==> config.mk <==
export PLATFORM = sky130hd
export DESIGN_NAME = mult_div_unit
export DESIGN_NICKNAME = d
export VERILOG_FILES = /design/src/rtl/mult_div_unit.sv
export SDC_FILE = /design/constraint.sdc
export NUM_CORES = 1
export LEC_CHECK = 0
export BUFFER_PORTS_ARGS = -buffer_cell sky130_fd_sc_hd__buf_2
export CAP_MARGIN = 20
export CORE_MARGIN = 10
export CORE_UTILIZATION = 50
export DETAILED_ROUTE_END_ITERATION = 6
export GPL_TIMING_DRIVEN = 0
export PLACE_DENSITY = 0.7
export SLEW_MARGIN = 10
export SYNTH_ARGS = -nofsm -noshare
export SYNTH_HDL_FRONTEND = slang
export SYNTH_SLANG_ARGS = --single-unit
==> constraint.sdc <==
create_clock -name CLK -period 8.6 [get_ports CLK]
set_input_delay 0.43 -clock CLK [delete_from_list [all_inputs] [get_ports CLK]]
set_output_delay 0.43 -clock CLK [all_outputs]
set_load 0.02 [all_outputs]
==> src/rtl/mult_div_unit.sv <==
// Iterative 32-cycle multiply/divide unit with architectural HI/LO registers.
// Start/Busy/Done handshake; MTHI/MTLO writes are accepted only while idle.
module mult_div_unit #(
  parameter int unsigned WIDTH = 32,
  parameter int unsigned ITER  = 32
) (
  input  logic             CLK,
  input  logic             Reset,
  input  logic             Start,
  input  logic [1:0]       Op,
  input  logic [WIDTH-1:0] SrcA,
  input  logic [WIDTH-1:0] SrcB,
  input  logic             HiWre,
  input  logic             LoWre,
  input  logic [WIDTH-1:0] WriteData,
  output logic             Busy,
  output logic             Done,
  output logic [WIDTH-1:0] HI,
  output logic [WIDTH-1:0] LO
);

  localparam int unsigned CW = $clog2(ITER + 1);
  localparam logic [CW-1:0] LAST = CW'(ITER - 1);

  typedef enum logic [1:0] {IDLE, CALC, FINISH} state_t;

  state_t             state, stateNext;
  logic [CW-1:0]      count;
  logic               opDiv, negRes, negRem, divZero, doneReg;
  logic [WIDTH-1:0]   operand;
  logic [2*WIDTH-1:0] acc;

  logic               isDiv, isSigned, signA, signB;
  logic [WIDTH-1:0]   absA, absB, quo, rem, quoFix, remFix;
  logic [WIDTH:0]     mulSum, divTrial;
  logic [2*WIDTH-1:0] prodFix;

  assign Busy = (state != IDLE);
  assign Done = doneReg;

  always_ff @(posedge CLK or posedge Reset) begin
    if (Reset) state <= IDLE;
    else       state <= stateNext;
  end

  always_comb begin
    stateNext = state;
    unique case (state)
      IDLE:    if (Start) stateNext = CALC;
      CALC:    if (count == LAST) stateNext = FINISH;
      FINISH:  stateNext = IDLE;
      default: stateNext = IDLE;
    endcase
  end

  always_comb begin
    isDiv    = Op[1];
    isSigned = Op[0];
    signA    = isSigned & SrcA[WIDTH-1];
    signB    = isSigned & SrcB[WIDTH-1];
    absA     = signA ? -SrcA : SrcA;
    absB     = signB ? -SrcB : SrcB;
    // acc holds {partial product, multiplier} or {partial remainder, dividend/quotient}
    mulSum   = {1'b0, acc[2*WIDTH-1:WIDTH]} + (acc[0] ? {1'b0, operand} : '0);
    divTrial = {acc[2*WIDTH-1:WIDTH], acc[WIDTH-1]} - {1'b0, operand};
    quo      = acc[WIDTH-1:0];
    rem      = acc[2*WIDTH-1:WIDTH];
    prodFix  = negRes ? -acc : acc;
    // A zero divisor leaves the dividend magnitude as remainder, so the
    // remainder sign fix-up alone restores the original SrcA into HI.
    quoFix   = divZero ? '1 : (negRes ? -quo : quo);
    remFix   = negRem ? -rem : rem;
  end

  always_ff @(posedge CLK or posedge Reset) begin
    if (Reset) begin
      count   <= '0;
      opDiv   <= 1'b0;
      negRes  <= 1'b0;
      negRem  <= 1'b0;
      divZero <= 1'b0;
      operand <= '0;
      acc     <= '0;
      HI      <= '0;
      LO      <= '0;
      doneReg <= 1'b0;
    end else begin
      doneReg <= (state == FINISH);
      unique case (state)
        IDLE: begin
          if (Start) begin
            count   <= '0;
            opDiv   <= isDiv;
            negRes  <= signA ^ signB;
            negRem  <= isDiv & signA;
            divZero <= isDiv & (SrcB == '0);
            operand <= isDiv ? absB : absA;
            acc     <= {{WIDTH{1'b0}}, (isDiv ? absA : absB)};
          end else begin
            if (HiWre) HI <= WriteData;
            if (LoWre) LO <= WriteData;
          end
        end
        CALC: begin
          count <= count + 1'b1;
          if (opDiv) begin
            if (!divTrial[WIDTH]) acc <= {divTrial[WIDTH-1:0], acc[WIDTH-2:0], 1'b1};
            else                  acc <= {acc[2*WIDTH-2:0], 1'b0};
          end else begin
            acc <= {mulSum, acc[WIDTH-1:1]};
          end
        end
        FINISH: begin
          if (opDiv) begin
            HI <= remFix;
            LO <= quoFix;
          end else begin
            HI <= prodFix[2*WIDTH-1:WIDTH];
            LO <= prodFix[WIDTH-1:0];
          end
        end
        default: ;
      endcase
    end
  end

endmodule

==> flow_metrics.env <==
export IMPL_io_pin_count=169
export IMPL_routed_wl_um=52800
export IMPL_syn_num_nets=2012
export IMPL_die_y_um=192
export IMPL_fin_worst_skew_ns=0.0228
export IMPL_status="complete, no violations"
export IMPL_netSwitchingFraction_pct=50.2
export IMPL_viasPerCell=6.21
export IMPL_finalWeightedCongestion=0.976
export IMPL_synth_top_family_by_area="compound AO/OA/AOI/OAI gates"
export IMPL_path_class="reg2reg"
export IMPL_clk_latency_ns=0.45
export IMPL_clkPwrFrac_pct=13.4
export IMPL_vias=15000
export IMPL_die_area_um2=36800
export IMPL_rsz0062_at_grt="no"
export IMPL_worst_hold_path_type="in2async"
export IMPL_cts_hold_buf=0
export IMPL_synth_area_mux_share_pct=6.75
export IMPL_num_fill_cells=2691
export IMPL_ys_warnings_count=0
export IMPL_postPlaceCellArea_um2=16100
export IMPL_grt_pass1_vias=14500
export IMPL_diodes=0
export IMPL_htree_levels=4
export IMPL_grt_first_pass_wirelength_um=81800
export IMPL_cap_violations=0
export IMPL_start_util_pct=51.0
export IMPL_finalPower_w=0.00621
export IMPL_crit_fanout=10
export IMPL_hpwl_um=42400
export IMPL_cts_sinks=173
export IMPL_ir_drop_v=0.000177
export IMPL_cts_resized=0
export IMPL_grt_total_usage_pct=28.2
export IMPL_dr_first_iter_drc_count=1557
export IMPL_synth_ff_type="dfrtp_1"
export IMPL_yosysUniqueCellTypes=72
export IMPL_yosysSeqAreaShare_pct=29.3
export IMPL_finalMaxSlewViolations=0
export IMPL_timing_fmax_mhz=223
export IMPL_async_flop_share_pct=100
export IMPL_synth_simple_area_share_pct=16.9
export IMPL_synth_area_um2=14800
export IMPL_cts_tree="done"
export IMPL_post_cts_buffers=0
export IMPL_clkTransAtPathRegs_ns=0.08
export IMPL_core_area_um2=28900
export IMPL_drc=0
export IMPL_tightest_slew_ns=0.900
export IMPL_hold_viol=0
export IMPL_start_kind="flop"
export IMPL_cellLeakagePower_nw=7.18
export IMPL_syn_to_final_growth_pct=13.5
export IMPL_p_int_w=0.00309
export IMPL_drtAntennaViolNets=0
export IMPL_postLayoutCoreUtil_pct=57.9
export IMPL_port_buffer_count=167
export IMPL_drive_gt1_share_pct=11.9
export IMPL_syn_mean_instance_area_um2=8.03
export IMPL_numCtsBuffers=17
export IMPL_fin_crit_sh_pct=52.1
export IMPL_finalSetupViolCount=0
export IMPL_synth_edf_count=0
export IMPL_pwr_share_comb_pct=62.4
export IMPL_synth_seq_cells=173
export IMPL_drt_wirelength_per_cell_um=21.8
export IMPL_fin_tns_setup_ns=0
export IMPL_power_switching_w=0.00312
export IMPL_antenna_found_initial=1
export IMPL_pwr_share_seq_pct=24.2
export IMPL_end_kind="flop"
export IMPL_first_pass_iters=6
export IMPL_die_w_um=192
export IMPL_synthAdderAreaFrac_pct=6.12
export IMPL_grt_max_degree=106
export IMPL_fin_nets=2199
export IMPL_fin_crit_ns=4.48
export IMPL_clk_path_buf_depth=2
export IMPL_slew_headroom_pct=39.5
export IMPL_worstPathArrival_ns=4.86
export IMPL_rows=62
export IMPL_critPathRequiredTime_ns=8.98
export IMPL_fin_area_um2=16800
export IMPL_powerDensity_nw_per_um2=371
export IMPL_grt_remaining_overflow=0
export IMPL_netlist_instances=1838
export IMPL_synth_compound_area_share_pct=26.1
export IMPL_synth_xor_area_share_pct=10.1
export IMPL_cts_root_buf="clkbuf_16"
-- path summary, 6_finish.rpt --
check	slack, ns	depth (start not counted)	endpoint	startpoint
min reg2reg	0.48	2	LO[1]	LO[1]
max in group asynchronous	7.65	3	operand[23]	Reset
min	0.008	2	LO[19]	Reset
max reg2reg	4.12	14	acc[56]	acc[0]
min in group CLK	0.27	2	LO[29]	WriteData[29]
max	4.12	14	acc[56]	acc[0]
-- kinds of logic (layout without fill, tap and decap cells) --
logic type / count (synthesis) / count (layout)
XOR/XNOR: 170 / 170
flip-flops: 173 / 173
adder cells (fa/ha/maj): 71 / 71
multiplexers: 98 / 98
buffers and inverters: 181 / 381
AO/OA/AOI/OAI: 611 / 611
AND/OR/NAND/NOR: 534 / 534
-- Yosys cell counts, drive strengths merged, types with 9 or more instances --
cell type,n,share of area [%]
nand2,218,5.5
o21ai,207,7.0
dfrtp,173,29
nor2,142,3.7
a21oi,115,3.9
clkbuf,101,2.6
mux2i,86,5.8
xnor2,86,5.1
xor2,84,5.0
ha,69,5.8
inv,60,1.5
a211oi,59,3.0
o211ai,31,1.6
a21o,25,1.3
nor3,24,0.81
o31ai,22,1.1
nand3,21,0.71
o22ai,21,0.89
a22oi,20,1.0
buf,19,0.60
o41ai,18,1.1
a31oi,17,0.72
nand2b,17,0.82
nor4,17,0.72
o21a,16,0.81
or4,16,0.92
nor2b,14,0.59
and2,13,0.55
mux2,12,0.92
or3,12,0.58
o221ai,10,0.59
and3,9,0.38
nand4,9,0.38
-- sequential cells by signal, summed over array words and instances (netlist names), 2 cells and up --
signal	count
state	2
operand	32
LO	32
count	6
HI	32
acc	64
-- placed cells by master (no fill, tap or decap), drive strengths merged, types with 9 or more instances in the layout --
master and n:
a211oi 59, a21o 25, a21oi 115, a22oi 20, a31oi 17, and2 13, and3 9, buf 187
clkbuf 118, dfrtp 173, ha 69, inv 67, mux2 12, mux2i 86, nand2 218, nand2b 17
nand3 21, nand4 9, nor2 142, nor2b 14, nor3 24, nor4 17, o211ai 31, o21a 16
o21ai 207, o221ai 10, o22ai 21, o31ai 22, o41ai 18, or3 12, or4 16, xnor2 86
xor2 84
-- metal layers --
layer  share of wire [%]  vias to the layer above  track usage (%)
li1                    -                     7067                -
met1                  43                     7125             37.4
met2                  44                      734             44.0
met3                 9.2                      106             4.91
met4                 4.5                        2             12.8
met5               0.023                        -                0
-- power by group through the flow --
| stage | clock network [W] | logic [W] | registers (W) |
|---|---|---|---|
| after floorplan | 0 | 0.00279 | 0.00143 |
| after global placement | 0 | 0.00372 | 0.00149 |
| after detailed placement | 0 | 0.00378 | 0.00150 |
| after CTS | 0.000835 | 0.00380 | 0.00148 |
| after global routing | 0.000874 | 0.00427 | 0.00154 |
| final | 0.000829 | 0.00388 | 0.00150 |
-- area by class of cell --
cell class | instances | area (um2) | area share, %
Buffer | 120 | 469 | 2.80
Clock buffer | 17 | 425 | 2.54
Clock inverter | 15 | 215 | 1.28
Inverter | 61 | 236 | 1.41
Multi-Input combinational cell | 1484 | 9730 | 58.1
Sequential cell | 173 | 4330 | 25.8
Tap cell | 384 | 480 | 2.87
Timing Repair Buffer | 168 | 863 | 5.15
-- worst max-delay path, cell delays in order, from the launching register on --
cell and delay, ns:
dfrtp_1 0.36, clkbuf_1 0.26, inv_1 0.29, clkbuf_1 0.44, nor2_1 0.12, ha_1 0.35
and3_1 0.18, a2111o_1 0.48, a211o_1 0.37, a2111o_1 0.45, a31o_1 0.29, o21a_1 0.20
or3b_1 0.35, a21oi_1 0.16, a221o_1 0.12
-- per-stage QoR --
step	hold slack [ns]	instances	setup WS (ns)
finish	0.00765	2422	4.12
global route	0.0468	2422	3.91
CTS	0.0279	2422	4.19
detailed placement	0.465	2390	4.22
global placement	0.458	2389	1.42
floorplan	0.448	1838	3.48
Power figures use the tool's default switching activity.
